[config.mk]
export PLATFORM = sky130hd
export DESIGN_NAME = vu_meter
export DESIGN_NICKNAME = d
export VERILOG_FILES = /design/src/rtl/vu_meter_pkg.sv /design/src/rtl/vu_meter_channel.sv /design/src/rtl/vu_meter.sv
export SDC_FILE = /design/constraint.sdc
export NUM_CORES = 1
export LEC_CHECK = 0
export ABC_AREA = 1
export BUFFER_PORTS_ARGS = -buffer_cell sky130_fd_sc_hd__clkbuf_2
export CORE_MARGIN = 2
export CORE_UTILIZATION = 45
export DETAILED_ROUTE_END_ITERATION = 10
export HOLD_SLACK_MARGIN = 0.05
export PLACE_DENSITY = 0.66
export SYNTH_ARGS = -nofsm -noshare
export SYNTH_HDL_FRONTEND = slang
export SYNTH_SLANG_ARGS = --single-unit
[constraint.sdc]
create_clock -name mclk -period 7.4 [get_ports mclk]
set_input_delay 0.74 -clock mclk [delete_from_list [all_inputs] [get_ports mclk]]
set_output_delay 0.74 -clock mclk [all_outputs]
set_load 0.02 [all_outputs]
[src/rtl/vu_meter_pkg.sv]
// Shared constants, hold-FSM state type and bar helper for the stereo VU meter.
package vu_meter_pkg;

    localparam int LED_PER_CH   = 8;
    localparam int DB_STEP_BITS = 1;

    typedef enum logic [1:0] {
        HOLD_IDLE = 2'd0,
        HOLD_HOLD = 2'd1,
        HOLD_FALL = 2'd2
    } hold_state_e;

    // Bar of lvl lit LEDs starting at the quiet end (bit 0).
    function automatic logic [LED_PER_CH-1:0] therm(input logic [3:0] lvl);
        logic [LED_PER_CH-1:0] t;
        t = '0;
        for (int i = 0; i < LED_PER_CH; i++) begin
            t[i] = (lvl > 4'(i));
        end
        return t;
    endfunction

endpackage

[src/rtl/vu_meter_channel.sv]
// One meter channel: magnitude, windowed peak, log quantiser, decay ballistics
// and, when PEAK_HOLD_EN is defined, a peak-hold dot FSM.
module vu_meter_channel
    import vu_meter_pkg::*;
#(
    parameter int d_width      = 24,
    parameter int hold_windows = 16
) (
    input  logic                  mclk,
    input  logic                  reset_n,
    input  logic                  i_dv,
    input  logic                  i_win_end,
    input  logic                  i_quant_v,
    input  logic                  i_out_v,
    input  logic [d_width-1:0]    i_data,
    output logic [LED_PER_CH-1:0] o_led
);

    localparam logic [d_width-1:0] MAG_MAX = {1'b0, {(d_width-1){1'b1}}};
    localparam logic [d_width-1:0] MAG_MIN = {1'b1, {(d_width-1){1'b0}}};

    logic [d_width-1:0]    mag, mx;
    logic [d_width-1:0]    peak_q, peak_d, win_pk_q, win_pk_d;
    logic [3:0]            lvl, disp_q, disp_d;
    logic [LED_PER_CH-1:0] led_q, led_d, dot;

    always_comb begin
        if (!i_data[d_width-1])  mag = i_data;
        else if (i_data == MAG_MIN) mag = MAG_MAX;
        else                     mag = -i_data;
        mx       = (mag > peak_q) ? mag : peak_q;
        peak_d   = peak_q;
        win_pk_d = win_pk_q;
        if (i_win_end) begin
            win_pk_d = mx;
            peak_d   = '0;
        end else if (i_dv) begin
            peak_d = mx;
        end

        // One LED per 6 dB, lowest LED eight steps below full scale.
        lvl = '0;
        for (int k = 0; k < LED_PER_CH; k++) begin
            if (win_pk_q >= (d_width'(1) << (d_width - 9 + k * DB_STEP_BITS))) lvl = lvl + 4'd1;
        end
        disp_d = disp_q;
        if (i_quant_v) disp_d = (lvl >= disp_q) ? lvl : disp_q - 4'd1;
    end

`ifdef PEAK_HOLD_EN
    // state     | meaning
    // HOLD_IDLE | no dot shown
    // HOLD_HOLD | dot frozen at hold_lvl until the timer expires
    // HOLD_FALL | dot drops one LED per window
    localparam int TW = $clog2(hold_windows + 1);
    localparam logic [TW-1:0] TMR_LOAD = TW'(hold_windows);

    hold_state_e st_q, st_d;
    logic [3:0]    hold_q, hold_d;
    logic [TW-1:0] tmr_q, tmr_d;

    always_ff @(posedge mclk or negedge reset_n) begin
        if (!reset_n) begin
            st_q   <= HOLD_IDLE;
            hold_q <= '0;
            tmr_q  <= '0;
        end else begin
            st_q   <= st_d;
            hold_q <= hold_d;
            tmr_q  <= tmr_d;
        end
    end

    always_comb begin
        st_d   = st_q;
        hold_d = hold_q;
        tmr_d  = tmr_q;
        if (i_out_v) begin
            case (st_q)
                HOLD_IDLE: if (disp_q != 4'd0) begin
                    st_d   = HOLD_HOLD;
                    hold_d = disp_q;
                    tmr_d  = TMR_LOAD;
                end
                HOLD_HOLD: if (disp_q > hold_q) begin
                    hold_d = disp_q;
                    tmr_d  = TMR_LOAD;
                end else if (tmr_q <= TW'(1)) begin
                    st_d  = HOLD_FALL;
                    tmr_d = '0;
                end else begin
                    tmr_d = tmr_q - TW'(1);
                end
                HOLD_FALL: if (disp_q >= hold_q) begin
                    st_d   = HOLD_HOLD;
                    hold_d = disp_q;
                    tmr_d  = TMR_LOAD;
                end else if (hold_q <= 4'd1) begin
                    st_d   = HOLD_IDLE;
                    hold_d = '0;
                end else begin
                    hold_d = hold_q - 4'd1;
                end
                default: st_d = HOLD_IDLE;
            endcase
        end
        dot = (hold_d != 4'd0) ? (LED_PER_CH'(1) << (hold_d - 4'd1)) : '0;
    end
`else
    assign dot = '0;
`endif

    assign led_d = i_out_v ? (therm(disp_q) | dot) : led_q;

    always_ff @(posedge mclk or negedge reset_n) begin
        if (!reset_n) begin
            peak_q   <= '0;
            win_pk_q <= '0;
            disp_q   <= '0;
            led_q    <= '0;
        end else begin
            peak_q   <= peak_d;
            win_pk_q <= win_pk_d;
            disp_q   <= disp_d;
            led_q    <= led_d;
        end
    end

    assign o_led = led_q;

endmodule

[src/rtl/vu_meter.sv]
// Stereo peak bar-graph meter: shared window counter and output strobe, two channels.
// Define PEAK_HOLD_EN to add a falling peak-hold dot to each bar.
module vu_meter
    import vu_meter_pkg::*;
#(
    parameter int d_width      = 24,
    parameter int window       = 1024,
    parameter int hold_windows = 16
) (
    input  logic                    mclk,
    input  logic                    reset_n,
    input  logic                    i_dv,
    input  logic [d_width-1:0]      i_l_data,
    input  logic [d_width-1:0]      i_r_data,
    output logic [2*LED_PER_CH-1:0] o_led,
    output logic                    o_win_done
);

    localparam int CW = (window > 1) ? $clog2(window) : 1;

    logic [CW-1:0] cnt_q, cnt_d;
    logic          win_end;
    logic          quant_v_q, quant_v_d, out_v_q, out_v_d, win_done_q, win_done_d;
    logic [LED_PER_CH-1:0] l_led, r_led;

    always_comb begin
        win_end    = i_dv && (cnt_q == CW'(window - 1));
        cnt_d      = i_dv ? cnt_q + CW'(1) : cnt_q;
        quant_v_d  = win_end;
        out_v_d    = quant_v_q;
        win_done_d = out_v_q;
    end

    always_ff @(posedge mclk or negedge reset_n) begin
        if (!reset_n) begin
            cnt_q      <= '0;
            quant_v_q  <= 1'b0;
            out_v_q    <= 1'b0;
            win_done_q <= 1'b0;
        end else begin
            cnt_q      <= cnt_d;
            quant_v_q  <= quant_v_d;
            out_v_q    <= out_v_d;
            win_done_q <= win_done_d;
        end
    end

    vu_meter_channel #(.d_width(d_width), .hold_windows(hold_windows)) u_left (
        .mclk(mclk), .reset_n(reset_n), .i_dv(i_dv), .i_win_end(win_end),
        .i_quant_v(quant_v_q), .i_out_v(out_v_q), .i_data(i_l_data), .o_led(l_led)
    );

    vu_meter_channel #(.d_width(d_width), .hold_windows(hold_windows)) u_right (
        .mclk(mclk), .reset_n(reset_n), .i_dv(i_dv), .i_win_end(win_end),
        .i_quant_v(quant_v_q), .i_out_v(out_v_q), .i_data(i_r_data), .o_led(r_led)
    );

    assign o_led      = {l_led, r_led};
    assign o_win_done = win_done_q;

endmodule

==> flow_summary.json <==
{
  "design_area_um2": 9690,
  "synth_edf_count": 0,
  "num_rows": 51,
  "num_antenna_cells": 0,
  "synth_cell_type_count": 48,
  "ir_drop_uv": 134,
  "drive_gt1_share_pct": 11.2,
  "status": "finished clean",
  "io_buffers": 67,
  "synthCells": 1310,
  "tns_ns": 0,
  "synthesis.area_um2": 8880,
  "grt-ovfl-total": 0,
  "die-area_um2": 20900,
  "slew_viol_final": 0,
  "place.gp.congestion": 0.889,
  "cts_tree": "done",
  "synthMuxAreaShare_pct": 0,
  "max_freq_mhz": 167,
  "clkPwrFrac_pct": 22.0,
  "cts_buffer_depth": 2,
  "critPathMaxStageDelay_ns": 0.42,
  "p_int_mw": 1.33,
  "yosys.area_share.simple_pct": 36.2,
  "worstHoldPathType": "in -> async",
  "ant_nets": 0,
  "cts_hold_buf": 0,
  "place_hpwl_um": 14100,
  "die_w_um": 145,
  "ys_warn_count": 0,
  "post_cts_buffers": 0,
  "coreArea_um2": 19400,
  "grt_max_degree": 61,
  "power_frac_comb_pct": 43.6,
  "final_nets": 1487,
  "critPathSlowestCell": "dfrtp_1",
  "tightest_slew_ns": 0.907,
  "insertion_delay_ns": 0.35,
  "cts_root_buf": "clkbuf_16",
  "die_h_um": 145,
  "slew_headroom_pct": 39.4,
  "antenna_found_initial": 0,
  "cts.clk_slew.worst_paths_ns": 0.07,
  "grt_usage_pct": 19.0,
  "first_global_vias": 7455,
  "viasPerCell": 4.88,
  "drt-initial-drc-count": 336,
  "critPathRequiredTime_ns": 7.63,
  "cts_resized": 0,
  "avgSynthCellArea_um2": 6.78,
  "ios": 68,
  "netSwitchingFraction_pct": 40.9,
  "maxCapViolCount": 0,
  "synth_async_sr_flop_share_pct": 100,
  "numCtsBuffers": 9,
  "wl_per_cell_um": 11.5,
  "power_switching_mw": 0.922,
  "critical_path_class": "reg -> reg",
  "vias": 7937,
  "drc": 0,
  "h-tree-depth": 3,
  "dpl_cell_area_um2": 9390,
  "wirelength_um": 18700,
  "period_share_pct": 81.1,
  "synth_xor_area_share_pct": 4.00,
  "cp-start-kind": "flop",
  "endpoint_kind": "flop",
  "initial_core_util_pct": 45.8,
  "pwr_density_cell_nw_per_um2": 232,
  "yosysSeqAreaShare_pct": 29.0,
  "finalSetupViolations": 0,
  "arrival_ns": 6.23,
  "clock-sinks": 103,
  "grt_pass1_wl_um": 33000,
  "syn2layout_area_growth_pct": 9.08,
  "min_period_ns": 6.00,
  "synth_top_family_by_area": "simple AND/OR/NAND/NOR gates",
  "syn_nets": 1442,
  "rsz0062_at_grt": "false",
  "pwr-share-seq_pct": 34.5,
  "ys_ff_latch": 103,
  "fin_skew_ns": 0.0104,
  "hold_violations": 0,
  "first_pass_iters": 5,
  "ys.flop_type": "dfrtp_1",
  "leakage_nw": 5.36,
  "crit_path_max_fanout": 8,
  "synth_fa_ha_area_share_pct": 11.4,
  "synth-compound-area-share_pct": 8.17
}
-- synthesized netlist by cell type (all sizes together) (6+ instances only) --
cell type  instances  share of area, %
a21oi             36               2.0
nand2            377                17
dfrtp            103                29
nand3            125               7.7
nor3              25               1.6
or2               11              0.77
xor2              28               2.8
xnor2             10               1.2
o21ai             58               3.3
nand4             27               2.0
inv              214               9.2
a31oi              8              0.56
buf               17               1.3
o211ai             8              0.68
nor4               6              0.49
ha                81                11
clkbuf            18              0.76
nor2             130               6.0
-- through the flow --
step	setup slack (ns)	util, %	power (mW)	hold WS [ns]	cells
final	1.40	50.0	2.25	0.369	1625
after global routing	0.732	50.0	2.49	0.407	1625
after CTS	1.34	50.0	2.27	0.379	1625
after detailed placement	1.37	48.4	1.77	0.458	1609
after global placement	1.55	48.4	1.74	0.455	1609
after floorplan	1.86	-	1.55	0.395	1310
-- state kept, by name (all words and copies together), names as in the netlist, 8 cells and up --
name,count
cnt_q,10
u_right.win_pk_q,9
u_left.peak_q,24
u_left.o_led,8
u_left.win_pk_q,9
u_right.peak_q,24
u_right.o_led,8
-- layout make-up --
cell class	count	area, um2
clock buffer	10	229
timing repair buffer	69	353
sequential	103	2580
inverter	215	817
tap	265	332
multi-input combinational	957	5310
clock inverter	6	73.8
fill	1998	9710
-- cells by family (layout without fill, tap and decap cells) --
| kind of cell | after synthesis | count (layout) |
|---|---|---|
| DFF | 103 | 103 |
| adders and majority gates | 81 | 81 |
| AOI/OAI and AO/OA | 127 | 127 |
| and+or+nand+nor | 711 | 711 |
| xor gates and xnor gates | 38 | 38 |
| buffers and inverters | 250 | 300 |
-- power by group through the flow --
stage          combinational [mW]  clock, mW  sequential, mW
2_1_floorplan               0.784          0           0.771
3_3_place_gp                0.962          0           0.783
3_5_place_dp                0.981          0           0.786
4_1_cts                     0.988      0.507           0.777
5_1_grt                      1.16      0.529           0.796
6_report                    0.981      0.495           0.776
-- per-layer routing --
layer / share of wire, % / wire (um) / track usage, %
met2: 48 / 8950 / 33.2
met3: 2.7 / 507 / 2.75
met5: 0 / 0 / 0
met4: 1.3 / 240 / 4.39
met1: 48 / 9040 / 24.9
-- cells in the final DEF (no fill, tap or decap), drive strengths merged --
cell and n:
or2 11, nand3b 4, nand4 27, nand2 377
a21oi 36, xor2 28, o311ai 3, ha 81
clkinv 3, a211oi 2, nor2 130, nor4 6
o211ai 8, o21ai 58, inv 217, nand3 125
nor3 25, bufinv 1, a21o 1, and2 4
a31oi 8, o221ai 1, and3 2, o31ai 2
xnor2 10, o21a 4, o22ai 4, buf 3
dfrtp 103, clkbuf 76
-- worst max-delay path, delay by kind of cell (launching register included) --
family,cells,cell delay (ns)
compound gates,4,0.51
flops,1,0.42
simple gates,20,2.75
fa+ha+maj,7,1.92
buf+inv,4,0.26
-- path summary, 6_finish.rpt --
check                                          start                end  slack (ns)  depth (start not counted)
max in group asynchronous                    reset_n           cnt_q[1]        5.82                          2
worst min-delay path                         reset_n    u_left.o_led[6]        0.37                          1
worst min register to register       u_left.o_led[7]    u_left.o_led[7]        0.47                          2
worst max register to register  u_right.win_pk_q[22]  u_right.disp_q[1]        1.40                         35
worst max-delay path            u_right.win_pk_q[22]  u_right.disp_q[1]        1.40                         35
min in group mclk                    u_left.o_led[7]    u_left.o_led[7]        0.47                          2
Note: power is estimated with default switching activity, not from simulation.
